**config.mk**
```make
export PLATFORM = sky130hd
export DESIGN_NAME = ula_multiciclo
export DESIGN_NICKNAME = d
export VERILOG_FILES = /design/src/rtl/ula_multiciclo.sv
export SDC_FILE = /design/constraint.sdc
export NUM_CORES = 1
export LEC_CHECK = 0
export CAP_MARGIN = 20
export CORE_UTILIZATION = 40
export DETAILED_ROUTE_END_ITERATION = 10
export PLACE_DENSITY = 0.67
export SKIP_CTS_REPAIR_TIMING = 1
export SLEW_MARGIN = 20
export SYNTH_ARGS = -nofsm -noshare
export SYNTH_HDL_FRONTEND = slang
export SYNTH_SLANG_ARGS = --single-unit
```
**constraint.sdc**
```tcl
create_clock -name c -period 3.3 [get_ports c]
set_clock_uncertainty 0.1 [all_clocks]
set_input_delay 0.66 -clock c [delete_from_list [all_inputs] [get_ports c]]
set_output_delay 0.66 -clock c [all_outputs]
set_load 0.02 [all_outputs]
```
**src/rtl/ula_multiciclo.sv**
```systemverilog
// Registered multi-cycle ALU for the nRISC datapath: start/ready handshake, one-cycle
// logic/add/sub/shift ops, optional iterative shift-add MUL built when ULA_MUL_EN is defined.
module ula_multiciclo #(
    parameter int WIDTH = 8
) (
    input  logic             c,
    input  logic             rst,
    input  logic             start,
    input  logic [2:0]       ULAOp,
    input  logic [WIDTH-1:0] a,
    input  logic [WIDTH-1:0] b,
    output logic             ready,
    output logic             done,
    output logic [WIDTH-1:0] result,
    output logic [WIDTH-1:0] result_hi,
    output logic             zero,
    output logic             carry,
    output logic             overflow,
    output logic             negative,
    output logic [1:0]       dbg_state_o
);

    localparam int SHW = $clog2(WIDTH);

    localparam logic [2:0] OP_ADD = 3'b000;
    localparam logic [2:0] OP_SUB = 3'b001;
    localparam logic [2:0] OP_OR  = 3'b010;
    localparam logic [2:0] OP_AND = 3'b011;
    localparam logic [2:0] OP_XOR = 3'b100;
    localparam logic [2:0] OP_SLL = 3'b101;
    localparam logic [2:0] OP_SRL = 3'b110;
    localparam logic [2:0] OP_MUL = 3'b111;

    typedef enum logic [1:0] {
        IDLE = 2'd0,
        EXEC = 2'd1,
        MULT = 2'd2
    } state_t;

    state_t           state_q;
    logic [2:0]       op_q;
    logic [WIDTH-1:0] a_q;
    logic [WIDTH-1:0] b_q;
    logic [WIDTH-1:0] result_q;
    logic [WIDTH-1:0] result_hi_q;
    logic             zero_q;
    logic             carry_q;
    logic             overflow_q;
    logic             negative_q;
    logic             done_q;

    logic [WIDTH:0]   add_w;
    logic [WIDTH:0]   sub_w;
    logic [WIDTH-1:0] result_d;
    logic             carry_d;
    logic             overflow_d;
    logic             zero_d;
    logic             negative_d;

    // Add/sub at WIDTH+1 bits: the top bit is ADD carry-out or SUB unsigned borrow.
    assign add_w = {1'b0, a_q} + {1'b0, b_q};
    assign sub_w = {1'b0, a_q} - {1'b0, b_q};

    always_comb begin
        result_d   = '0;
        carry_d    = 1'b0;
        overflow_d = 1'b0;
        case (op_q)
            OP_ADD: begin
                result_d   = add_w[WIDTH-1:0];
                carry_d    = add_w[WIDTH];
                overflow_d = (a_q[WIDTH-1] == b_q[WIDTH-1]) && (add_w[WIDTH-1] != a_q[WIDTH-1]);
            end
            OP_SUB: begin
                result_d   = sub_w[WIDTH-1:0];
                carry_d    = sub_w[WIDTH];
                overflow_d = (a_q[WIDTH-1] != b_q[WIDTH-1]) && (sub_w[WIDTH-1] != a_q[WIDTH-1]);
            end
            OP_OR:   result_d = a_q | b_q;
            OP_AND:  result_d = a_q & b_q;
            OP_XOR:  result_d = a_q ^ b_q;
            OP_SLL:  result_d = a_q << b_q[SHW-1:0];
            OP_SRL:  result_d = a_q >> b_q[SHW-1:0];
            default: result_d = '0; // MUL reaching EXEC only when the multiplier is not built
        endcase
    end

    assign zero_d     = (result_d == '0);
    assign negative_d = result_d[WIDTH-1];

`ifdef ULA_MUL_EN
    logic [SHW-1:0]     cnt_q;
    logic [2*WIDTH-1:0] acc_q;
    logic [2*WIDTH-1:0] partial_d;
    logic [2*WIDTH-1:0] acc_d;

    // Step i adds multiplicand<<i when multiplier bit i is set.
    assign partial_d = b_q[cnt_q] ? ({{WIDTH{1'b0}}, a_q} << cnt_q) : '0;
    assign acc_d     = acc_q + partial_d;
`endif

    always_ff @(posedge c or posedge rst) begin
        if (rst) begin
            state_q     <= IDLE;
            op_q        <= '0;
            a_q         <= '0;
            b_q         <= '0;
            result_q    <= '0;
            result_hi_q <= '0;
            zero_q      <= 1'b0;
            carry_q     <= 1'b0;
            overflow_q  <= 1'b0;
            negative_q  <= 1'b0;
            done_q      <= 1'b0;
`ifdef ULA_MUL_EN
            cnt_q       <= '0;
            acc_q       <= '0;
`endif
        end else begin
            done_q <= 1'b0;
            case (state_q)
                IDLE: begin
                    if (start) begin
                        op_q <= ULAOp;
                        a_q  <= a;
                        b_q  <= b;
`ifdef ULA_MUL_EN
                        if (ULAOp == OP_MUL) begin
                            state_q <= MULT;
                            cnt_q   <= '0;
                            acc_q   <= '0;
                        end else begin
                            state_q <= EXEC;
                        end
`else
                        state_q <= EXEC;
`endif
                    end
                end
                EXEC: begin
                    result_q    <= result_d;
                    result_hi_q <= '0;
                    zero_q      <= zero_d;
                    carry_q     <= carry_d;
                    overflow_q  <= overflow_d;
                    negative_q  <= negative_d;
                    done_q      <= 1'b1;
                    state_q     <= IDLE;
                end
`ifdef ULA_MUL_EN
                MULT: begin
                    acc_q <= acc_d;
                    cnt_q <= cnt_q + SHW'(1);
                    if (cnt_q == SHW'(WIDTH - 1)) begin
                        result_q    <= acc_d[WIDTH-1:0];
                        result_hi_q <= acc_d[2*WIDTH-1:WIDTH];
                        zero_q      <= (acc_d == '0);
                        carry_q     <= 1'b0;
                        overflow_q  <= 1'b0;
                        negative_q  <= acc_d[2*WIDTH-1];
                        done_q      <= 1'b1;
                        state_q     <= IDLE;
                    end
                end
`endif
                default: state_q <= IDLE;
            endcase
        end
    end

    // Handshake: an op is accepted on a rising edge of c with start=1 and ready=1;
    // done pulses for exactly the cycle in which result and flags change.
    assign ready       = (state_q == IDLE);
    assign done        = done_q;
    assign result      = result_q;
    assign result_hi   = result_hi_q;
    assign zero        = zero_q;
    assign carry       = carry_q;
    assign overflow    = overflow_q;
    assign negative    = negative_q;
    assign dbg_state_o = state_q;

endmodule
```
# After elaboration in Yosys (flattened, before gate mapping)
# Cells that the tools add are included.
# word_totals
ff_bits,34
input_bits,22
output_inout_bits,24
# classes
addsub,2
mux,6
n_bitwise,3
reduce_logical,6
shifts,2
n_eq_ne,12
# op_table
operator,n
8-bit one-hot mux with 7 select lines,1
8-bit by 8-bit adder with 9-bit output,1
3-bit == test (second input constant),3
8-bit by 8-bit subtractor with 9-bit output,1
8-bit bitwise AND,1
8-bit zero test,1
8-bit OR,1
8-bit by 3-bit << shifter with 8-bit output,1
8-bit by 3-bit >> shifter with 8-bit output,1
8-bit bitwise XOR,1
3-bit by 2-bit == test with 1-bit output (second input constant),2
2-bit 2-to-1 mux,2
1-bit one-hot mux with 2 select lines,2
3-bit by 1-bit == test with 1-bit output (second input constant),1
3-bit zero test,1
1-bit != test,3
2-bit by 1-bit == test with 1-bit output (second input constant),1
1-bit logical AND,2
2-bit zero test,1
2-bit != test (second input constant),1
2-bit AND reduction,1
1-bit == test,1
1-bit 2-to-1 mux,1

# Depth between registers and ports, before layout
# Gate-level depths: netlist (run 1).
# depth
word_depth,4
depth_mapped,11

# Worst setup path before layout (run 1)
# OpenSTA, ideal clock, no wires.
# synth_timing
kind,register to register
from,register b_q[1]
to,"register result_q[7], in the netlist result[7]"
setup_ps,125
arrival_ps,2542
path_buffers,2
required_time_ps,3075
path_stages_with_launch,12
synth_period_minus_slack_ps,2767
slack_ps,533
cell_sequence,dfrtp_1 buf_4 buf_2 inv_1 ha_1 o21bai_1 a21oi_1 nor2_1 o22a_1 xnor2_1 a221o_1 mux2_2
# synth_via
elab_chain_cells,2
# synth_lines
element,line,rtl
start: declaration,43,logic [WIDTH-1:0] b_q;
start signal: assignment,107,b_q <= '0;
start signal: assignment,126,b_q <= b;
"8-bit by 8-bit subtractor with 9-bit output, or another cell as far along",62,"assign sub_w = {1'b0, a_q} - {1'b0, b_q};"
8-bit one-hot mux with 7 select lines *,68,case (op_q)
end signal: assignment,141,result_q <= result_d;
end: declaration,44,logic [WIDTH-1:0] result_q;
# Every way passes the cells marked *; elsewhere a longest branch is shown, timed or not.
# A chain may end at the register's enable or synchronous reset.

# Worst setup path after layout (run 1)
# layout_timing
from,register a_q[0]
to,"register zero_q, in the netlist zero"
# layout_via
elab_chain_cells,3
# layout_lines
element,line,rtl
start: declaration,42,logic [WIDTH-1:0] a_q;
start signal: assignment,106,a_q <= '0;
start signal: assignment,125,a_q <= a;
"8-bit by 8-bit subtractor with 9-bit output, or another cell as far along",62,
8-bit one-hot mux with 7 select lines *,68,
8-bit zero test *,88,assign zero_d = (result_d == '0);
end signal: assignment,143,zero_q <= zero_d;
end: declaration,46,logic zero_q;
# Marks and branches as above.

==> impl_metrics.csv, run 1 <==
group,metric,value,unit
yosys,yosysUniqueCellTypes,64,
sta,final_hold_viol_count,0,
detailed_routing,drc,0,
detailed_routing,routed_via_density,5.752,
power,ir_drop,193.6,µV
setup_path,criticalPathCategory,"flip-flop to flip-flop",
setup_path,cp_max_fo,6,
detailed_routing,detail_route.iter0.violations,352,
sta,post-route-period-util,92.47,%
placement,buffer_ports.inserted,36,
cells_and_area,most-common-layout-cells,"nand2_1 (44), clkdlybuf4s50_1 (36), dfrtp_1 (32), nor2_1 (30), o21ai_0 (29)",
power,power_frac_seq,29.2,%
placement,place.detailed.hpwl,6401,µm
yosys,number_of_register_bits_inferred_by_synthesis,32,
sta,fin_worst_hold_slack,0.4077,ns
grt,grt.overflow.total,0,
yosys,synth.yosys.warnings,0,
detailed_routing,num_vias,2801,
power,cellPowerDensity,544.7,mW/mm²
die,core_area,0.007331,mm²
flow_run,maxCapViolCount,0,
power,swShare,42.31,%
yosys,netlist_area,0.003063,mm²
clocking,cts_max_path_buffers,2,
grt,grt_util_all_layers,22.37,%
yosys,synthArstFlopShare,100.0,%
clocking,cts_buffers,5,
setup_path,worstPathArrival,3.14,ns
sta,final_max_slew_viol_count,0,
sta,finalWorstPathRequiredPeriod,3.052,ns
placement,place.gp.congestion,0.9678,
cells_and_area,register_area,800.8,µm²
grt,grt_first_pass_wirelength,13490,µm
die,io-pin-count,46,
cells_and_area,multi_input_area,0.001979,mm²
yosys,post_synthesis_instance_total,362,
sta,clock.fmax,0.3277,GHz
run_status,run_status,"finished, final reports clean",
detailed_routing,routed_wirelength,8295,µm
setup_path,critPathCaptureType,"flip-flop",
yosys,synth_top_flop_cell,"dfrtp_1",
cells_and_area,layout_commonest_cell,"nand2_1",
cells_and_area,num_antenna_cells,0,
power,power.net_switching,815.2,µW
clocking,clockRootBuffer,"clkbuf_8",
detailed_routing,detail_route.first_pass.iterations,5,
sta,slew_headroom,44.93,%
cells_and_area,fillerInstances,727,
die,floorplan.rows,31,
power,power_leakage,0.001515,µW
die,initial_core_util,41.78,%
grt,antenna_found_initial,0,
hold_path,hold_path_class,"flip-flop to flip-flop",
die,design.die.area,0.008011,mm²
die,die_width,89.51,µm
die,die-height,89.51,µm
setup_path,worst_path_required_time,3.39,ns
yosys,mean_instance_size_in_the_synthesized_netlist,8.461,µm²
power,power.share.combinational,50.6,%
clocking,worst_skew_pair.late_latency,0.29,ns
sta,grt_setup_unrepaired,"no",
sta,timing.final.setup_violations,0,
clocking,clock_sink_count,32,
clocking,tritoncts,"done",
power,internal_power,1112,µW
power,power_frac_clock,20.2,%
setup_path,timing.critical_path.from_type,"flip-flop",
sta,max_slew.worst_pin.slew,0.8260,ns
cells_and_area,finish.net_count,436,
cells_and_area,share_of_final_layout_standard_cells_stronger_than_drive_strength_1,8.505,%
grt,first_global_vias,2658,
grt,grt_start_max_net_pins,28,
clocking,cts.htree.levels,2,
detailed_routing,wire_length_per_cell,17.03,µm
cells_and_area,layout-area-overhead-vs-synth,15.48,%
yosys,count_of_flip_flops_with_a_built_in_enable_after_synthesis,0,
clocking,clk_pin_slew_worst_paths,0.08,ns
detailed_routing,final_antenna_net_count,0,
sta,fin_tns_setup,0,ns
yosys,sequential_to_total_area_share_from_yosys_stat,26.14,%
==> stage by stage <==
step,setup WS (ns),util [%],instances,total power (µW),cell area [µm²]
floorplan,0.5330,-,370,1243,3093
global placement,0.4355,46.73,479,1515,3426
detailed placement,0.3699,46.73,479,1524,3426
CTS,0.3388,48.25,487,1915,3537
global route,0.1763,48.25,487,2045,3537
finish,0.2485,48.25,487,1927,3537
==> sequential cells by signal, indices dropped and copies added (netlist names) <==
name / cells
done: 1
op_q: 3
carry: 1
overflow: 1
b_q: 8
zero: 1
result: 8
a_q: 8
dbg_state_o: 1
==> cell usage after synthesis (3+ instances only) <==
cell	count	share of area, %
dfrtp_1	32	26
a221o_1	3	0.98
a21oi_1	16	2.6
ha_1	25	10
buf_6	4	1.5
o221ai_1	3	0.86
mux4_2	3	2.2
a211oi_1	3	0.74
a22oi_1	3	0.74
nand2_1	44	5.4
nor2_1	30	3.7
clkbuf_1	8	0.98
buf_2	9	1.5
a21o_1	4	0.98
nand4_1	3	0.61
o22ai_1	5	1.0
o211ai_1	3	0.74
nand3_1	4	0.65
xnor2_1	5	1.4
inv_1	24	2.9
o21bai_1	3	0.74
nand3b_1	3	0.74
nor3_1	7	1.1
buf_4	13	3.2
mux2_2	4	1.5
nand2b_1	6	1.2
a31oi_1	3	0.61
o21ai_0	29	4.7
mux2i_1	17	5.6
nor3b_1	3	0.74
==> routing by layer <==
layer / vias up / track usage (%) / wire [µm]
met3: 21 / 3.786 / 484
met4: 0 / 9.091 / 235
met5: - / 0 / 0
met1: 1339 / 30.52 / 3727
li1: 1323 / - / -
met2: 118 / 35.18 / 3848
==> worst max-delay path, cell delays in order, from the launching register on <==
cell and delay (ns):
dfrtp_1 0.45, ha_1 0.32, fa_1 0.47, a21o_1 0.19, a21oi_1 0.30, o22ai_1 0.14
o21ai_0 0.31, and3_1 0.30, nand4_1 0.15, o32ai_2 0.23
==> layout make-up <==
class | instances | area share (%)
clock buffer | 5 | 1.946
clock inverter | 3 | 1.203
inverter | 25 | 2.653
multi-input combinational | 278 | 55.96
sequential | 32 | 22.64
tap | 99 | 3.502
timing repair buffer | 45 | 12.10
==> cell families (layout without fill, tap and decap cells) <==
family	count (synthesis)	count (layout)	synth area share, %
mux	26	26	10.95
simple gates	110	110	16.83
compound gates	100	100	22.43
xor+xnor	6	6	1.716
other cells	1	9	0.1224
flops	32	32	26.14
fa+ha+maj	27	27	11.52
buf+inv	60	78	10.29
==> final timing paths <==
| path | from | to | cells past startpoint | slack [ns] |
|---|---|---|---|---|
| max | a_q[0]$_DFFE_PP0P_ | zero$_DFFE_PP0P_ | 9 | 0.25 |
| min | result[2]$_DFFE_PP0P_ | result[2]$_DFFE_PP0P_ | 1 | 0.41 |
| max reg2reg | a_q[0]$_DFFE_PP0P_ | zero$_DFFE_PP0P_ | 9 | 0.25 |
| min reg2reg | result[2]$_DFFE_PP0P_ | result[2]$_DFFE_PP0P_ | 1 | 0.41 |
| max in group asynchronous | rst | b_q[0]$_DFFE_PP0P_ | 3 | 1.77 |
| min in group asynchronous | rst | result[2]$_DFFE_PP0P_ | 2 | 0.67 |
==> power by group through the flow <==
stage	registers, µW	logic, µW	clock network [µW]
final	563	975	389
after floorplan	578	665	0
after global placement	567	948	0
after CTS	563	960	392
after global routing	577	1060	407
after detailed placement	570	953	0
Note: power is estimated with default switching activity, not from simulation.
==> run 2: changes to the inputs <==
--- a/config.mk
+++ b/config.mk
@@ -8,6 +8,7 @@
 export CAP_MARGIN = 20
 export CORE_UTILIZATION = 40
 export DETAILED_ROUTE_END_ITERATION = 10
+export GPL_ROUTABILITY_DRIVEN = 0
 export PLACE_DENSITY = 0.67
 export SKIP_CTS_REPAIR_TIMING = 1
 export SLEW_MARGIN = 20
==> run 2 against run 1 <==
  * Sequential power about the same
  * Total power down 3.7%
  * Critical path depth unchanged
  * Worst hold slack worse by 0.031 ns
  * Combinational power down 1%
  * Largest cell class unchanged
  * Largest power group unchanged
  * Highest routed layer unchanged
==> impl_metrics.csv, run 2 (same netlist as run 1, synthesis figures left out) <==
group,metric,value,unit
grt,grt.overflow.total,0,
cells_and_area,layout_commonest_cell,"nand2_1",
cells_and_area,share_of_final_layout_standard_cells_stronger_than_drive_strength_1,8.247,%
grt,antenna_found_initial,0,
detailed_routing,routed_via_density,5.791,
power,ir_drop,207.9,µV
sta,post-route-period-util,85.72,%
sta,fin_tns_setup,0,ns
setup_path,critPathCaptureType,"flip-flop",
setup_path,timing.critical_path.from_type,"flip-flop",
detailed_routing,final_antenna_net_count,0,
sta,slew_headroom,42.58,%
detailed_routing,detail_route.first_pass.iterations,6,
cells_and_area,layout-area-overhead-vs-synth,14.91,%
setup_path,rr_startpoint,"a_q[2]$_DFFE_PP0P_",
setup_path,cp_max_fo,9,
clocking,tritoncts,"done",
grt,grt_start_max_net_pins,33,
placement,place.detailed.hpwl,6039,µm
setup_path,worst_path_required_time,3.37,ns
detailed_routing,routed_wirelength,7985,µm
setup_path,worst_r2r_endpoint,"result[7]$_DFFE_PP0P_",
setup_path,worst_setup_path_startpoint,"a_q[2]$_DFFE_PP0P_",
die,die_width,89.51,µm
grt,first_global_vias,2615,
sta,clock.fmax,0.3535,GHz
sta,grt_setup_unrepaired,"no",
clocking,cts.htree.levels,2,
die,initial_core_util,41.78,%
setup_path,crit_path_end,"result[7]$_DFFE_PP0P_",
clocking,clockRootBuffer,"clkbuf_8",
die,core_area,0.007331,mm²
sta,finalWorstSetupSlack,0.4712,ns
clocking,clock_sink_count,32,
setup_path,worst-r2r-setup-slack,0.47,ns
hold_path,hold_path_class,"flip-flop to flip-flop",
power,cellPowerDensity,527.0,mW/mm²
clocking,clk_pin_slew_worst_paths,0.08,ns
sta,timing.final.setup_violations,0,
cells_and_area,register_area,800.8,µm²
detailed_routing,drc,0,
setup_path,criticalPathCategory,"flip-flop to flip-flop",
die,die-height,89.51,µm
grt,grt_util_all_layers,21.64,%
grt,grt_first_pass_wirelength,12980,µm
die,io-pin-count,46,
cells_and_area,fillerInstances,716,
clocking,cts_buffers,5,
cells_and_area,most-common-layout-cells,"nand2_1 (44), clkdlybuf4s50_1 (36), dfrtp_1 (32), nor2_1 (30), o21ai_0 (29)",
placement,buffer_ports.inserted,36,
detailed_routing,detail_route.iter0.violations,282,
run_status,run_status,"finished, final reports clean",
cells_and_area,multi_input_area,0.001979,mm²
cells_and_area,num_antenna_cells,0,
setup_path,worstPathArrival,2.90,ns
sta,final_hold_viol_count,0,
power,power_leakage,0.001505,µW
detailed_routing,wire_length_per_cell,16.40,µm
cells_and_area,finish.net_count,436,
clocking,cts_max_path_buffers,2,
detailed_routing,num_vias,2820,
clocking,worst_skew_pair.late_latency,0.29,ns
cells_and_area,instances_no_fill,487,
die,floorplan.rows,31,
sta,finalWorstPathRequiredPeriod,2.829,ns
die,design.die.area,0.008011,mm²
sta,max_slew.worst_pin.slew,0.8613,ns
sta,final_max_slew_viol_count,0,
hold_path,worstHoldPathCells,0,
placement,placed_cells,479,
flow_run,maxCapViolCount,0,
setup_path,reg2reg_depth,9,
placement,place_worst_setup_slack,0.5599,ns
-- run 2: stage by stage --
stage                     cell area [µm²]  hold slack (ns)  util, %  power [µW]
after detailed placement             3426           0.3648    46.73        1511
after floorplan                      3093           0.4105        -        1243
after CTS                            3520           0.3813    48.01        1839
after global routing                 3520           0.4073    48.01        1973
final                                3520           0.3763    48.01        1855
after global placement               3426           0.3541    46.73        1507
-- run 2: area by class of cell --
| type | count | area share [%] |
|---|---|---|
| Clock buffer | 7 | 2.453 |
| Clock inverter | 1 | 0.2133 |
| Inverter | 25 | 2.666 |
| Multi-Input combinational cell | 278 | 56.24 |
| Sequential cell | 32 | 22.75 |
| Tap cell | 99 | 3.519 |
| Timing Repair Buffer | 45 | 12.16 |
-- run 2: worst max-delay path, cell delays in order, from the launching register on --
cell and delay [ns]:
dfrtp_1 0.54, inv_1 0.15, ha_1 0.46, inv_1 0.09, a21oi_1 0.25, nor2_1 0.11
o22a_1 0.24, xnor2_1 0.14, a221o_1 0.35, mux2_2 0.28
-- run 2: report_power, final --
part           internal (µW)  switching [µW]
Sequential               464             100
Combinational            421             540
Clock                    170             159
Total                   1060             799
-- run 2: worst min-delay path by stage --
stage                                     from        endpoint  slack [ns]
floorplan           dbg_state_o[0]$_DFFE_PP0P_  done$_DFF_PP0_        0.41
global placement    dbg_state_o[0]$_DFFE_PP0P_  done$_DFF_PP0_        0.35
detailed placement  dbg_state_o[0]$_DFFE_PP0P_  done$_DFF_PP0_        0.36
CTS                 dbg_state_o[0]$_DFFE_PP0P_  done$_DFF_PP0_        0.38
global route        dbg_state_o[0]$_DFFE_PP0P_  done$_DFF_PP0_        0.41
finish              dbg_state_o[0]$_DFFE_PP0P_  done$_DFF_PP0_        0.38
-- run 2: metal layers --
metal  track usage, %  wire length [µm]  vias up
met3            3.324               518       29
met5                0                 0        -
met2            32.48              3591      142
met1            30.00              3519     1332
li1                 -                 -     1317
met4            11.40               357        0
==> run 3: changes to the inputs <==
--- a/config.mk
+++ b/config.mk
@@ -6,10 +6,10 @@
 export NUM_CORES = 1
 export LEC_CHECK = 0
 export CAP_MARGIN = 20
-export CORE_UTILIZATION = 40
+export CORE_UTILIZATION = 45
 export DETAILED_ROUTE_END_ITERATION = 10
 export GPL_ROUTABILITY_DRIVEN = 0
-export PLACE_DENSITY = 0.67
+export PLACE_DENSITY = 0.73
 export SKIP_CTS_REPAIR_TIMING = 1
 export SLEW_MARGIN = 20
 export SYNTH_ARGS = -nofsm -noshare
==> run 3 against run 2 <==
  * The flow now finishes with violations (DRC)
  * Sequential cell count did not move
  * Sequential share of layout area decreased by 0.081 points
  * First-iteration DRC count rose by 49%
  * Non-clock buffer count is 3 higher
  * Utilization increased by 6.7 points
  * Worst hold slack got worse by 0.092 ns
  * Via count rose by 3.7%
  * Worst setup slack lost 0.033 ns
  * Combinational power up 2%
  * Highest routed layer unchanged
==> impl_metrics.csv, run 3 (same netlist as run 1, synthesis figures left out) <==
group,metric,value,unit
run_status,run_status,"finished with violations",
run_status,violations,"DRC",
sta,final_hold_viol_count,0,
sta,finalWorstPathRequiredPeriod,2.861,ns
sta,timing.final.setup_violations,0,
clocking,cts_max_path_buffers,2,
setup_path,criticalPathCategory,"flip-flop to flip-flop",
clocking,worst_skew_pair.late_latency,0.30,ns
placement,buffer_ports.inserted,36,
clocking,tritoncts,"done",
sta,post-route-period-util,86.71,%
setup_path,crit_path_largest_cell_delay,0.86,ns
sta,clock.fmax,0.3495,GHz
cells_and_area,finish.net_count,439,
detailed_routing,drc,2,
grt,grt_util_all_layers,25.31,%
grt,antenna_found_initial,0,
detailed_routing,num_vias,2925,
cells_and_area,most-common-layout-cells,"nand2_1 (44), clkdlybuf4s50_1 (36), dfrtp_1 (32), nor2_1 (30), o21ai_0 (29)",
sta,slew_headroom,46.53,%
setup_path,worstPathCellList,"nand3b_1 -> nor2_1 -> a311oi_1 -> nand2_1 -> nor3_1 -> nand4_1 -> o32ai_2",
setup_path,critPathTopFamily,"simple AND/OR/NAND/NOR gates",
sta,final_max_slew_viol_count,0,
die,io-pin-count,46,
cells_and_area,layout-area-overhead-vs-synth,15.32,%
clocking,cts_buffers,5,
placement,place.detailed.hpwl,6214,µm
cells_and_area,multi_input_area,0.001979,mm²
grt,grt.overflow.total,0,
detailed_routing,detail_route.iter0.violations,419,
clocking,clockRootBuffer,"clkbuf_8",
sta,finalWorstSetupSlack,0.4386,ns
die,initial_core_util,47.42,%
detailed_routing,wire_length_per_cell,17.94,µm
die,die-height,84.50,µm
cells_and_area,num_antenna_cells,0,
setup_path,rr_startpoint,"op_q[1]$_DFFE_PP0P_",
clocking,cts.htree.levels,2,
grt,first_global_vias,2787,
die,core_area,0.006459,mm²
power,ir_drop,269.4,µV
power,power_leakage,0.001530,µW
setup_path,critical_path_buf_inv_count,0,
die,floorplan.rows,29,
placement,place_worst_setup_slack,0.5390,ns
detailed_routing,detail_route.first_pass.iterations,8,
setup_path,critPathCaptureType,"flip-flop",
sta,fin_worst_hold_slack,0.2846,ns
setup_path,reg2reg_depth,7,
setup_path,worst-r2r-setup-slack,0.44,ns
setup_path,worst_r2r_endpoint,"zero$_DFFE_PP0P_",
hold_path,hold_path_class,"flip-flop to flip-flop",
setup_path,cp_max_fo,23,
grt,grt_first_pass_wirelength,14100,µm
cells_and_area,instances_no_fill,468,
cells_and_area,layout_commonest_cell,"nand2_1",
die,die_width,84.50,µm
cells_and_area,fillerInstances,603,
sta,fin_tns_setup,0,ns
cells_and_area,share_of_final_layout_standard_cells_stronger_than_drive_strength_1,9.207,%
setup_path,worstPathArrival,2.96,ns
cells_and_area,register_area,800.8,µm²
detailed_routing,routed_wirelength,8394,µm
sta,max_slew.worst_pin.slew,0.8020,ns
sta,grt_setup_unrepaired,"no",
clocking,clock_sink_count,32,
setup_path,crit_path_end,"zero$_DFFE_PP0P_",
setup_path,worstSetupPathDepth,7,
die,design.die.area,0.007140,mm²
grt,grt_start_max_net_pins,33,
detailed_routing,routed_via_density,6.250,
clocking,clk_pin_slew_worst_paths,0.07,ns
setup_path,worst_setup_path_startpoint,"op_q[1]$_DFFE_PP0P_",
power,cellPowerDensity,547.8,mW/mm²
setup_path,timing.critical_path.from_type,"flip-flop",
cells_and_area,finish.utilization,54.69,%
setup_path,worst_path_max_delay_cell,"dfrtp_1",
placement,placed_cells,460,
setup_path,worst_path_required_time,3.40,ns
detailed_routing,final_antenna_net_count,0,
flow_run,maxCapViolCount,0,
run 3: per-stage QoR:
stage | power (µW) | instance area [µm²]
global route | 2051 | 3532
detailed placement | 1520 | 3421
finish | 1935 | 3532
floorplan | 1243 | 3093
CTS | 1914 | 3532
global placement | 1505 | 3421
run 3: power by group:
| part | switching, µW | internal, µW |
|---|---|---|
| clock | 168 | 223 |
| combinational | 553 | 426 |
| sequential | 100 | 464 |
| total | 821 | 1110 |
run 3: worst min-delay path by stage:
stage          cells past startpoint  slack [ns]        endpoint                       start
3_5_place_dp                       0        0.27  done$_DFF_PP0_  dbg_state_o[0]$_DFFE_PP0P_
4_1_cts                            0        0.29  done$_DFF_PP0_  dbg_state_o[0]$_DFFE_PP0P_
5_1_grt                            0        0.32  done$_DFF_PP0_  dbg_state_o[0]$_DFFE_PP0P_
6_report                           0        0.28  done$_DFF_PP0_  dbg_state_o[0]$_DFFE_PP0P_
3_3_place_gp                       0        0.26  done$_DFF_PP0_  dbg_state_o[0]$_DFFE_PP0P_
2_1_floorplan                      0        0.41  done$_DFF_PP0_  dbg_state_o[0]$_DFFE_PP0P_
run 3: layout make-up:
class	instances	area share (%)
tap	77	2.728
multi-input combinational	278	56.04
clock inverter	3	1.204
sequential	32	22.67
timing repair buffer	48	12.75
inverter	25	2.657
clock buffer	5	1.948
run 3: layer usage:
layer | wire length (µm) | track usage [%]
met2 | 3694 | 38.65
met3 | 695 | 5.211
met5 | 0 | 0
met1 | 3589 | 33.60
met4 | 415 | 14.02
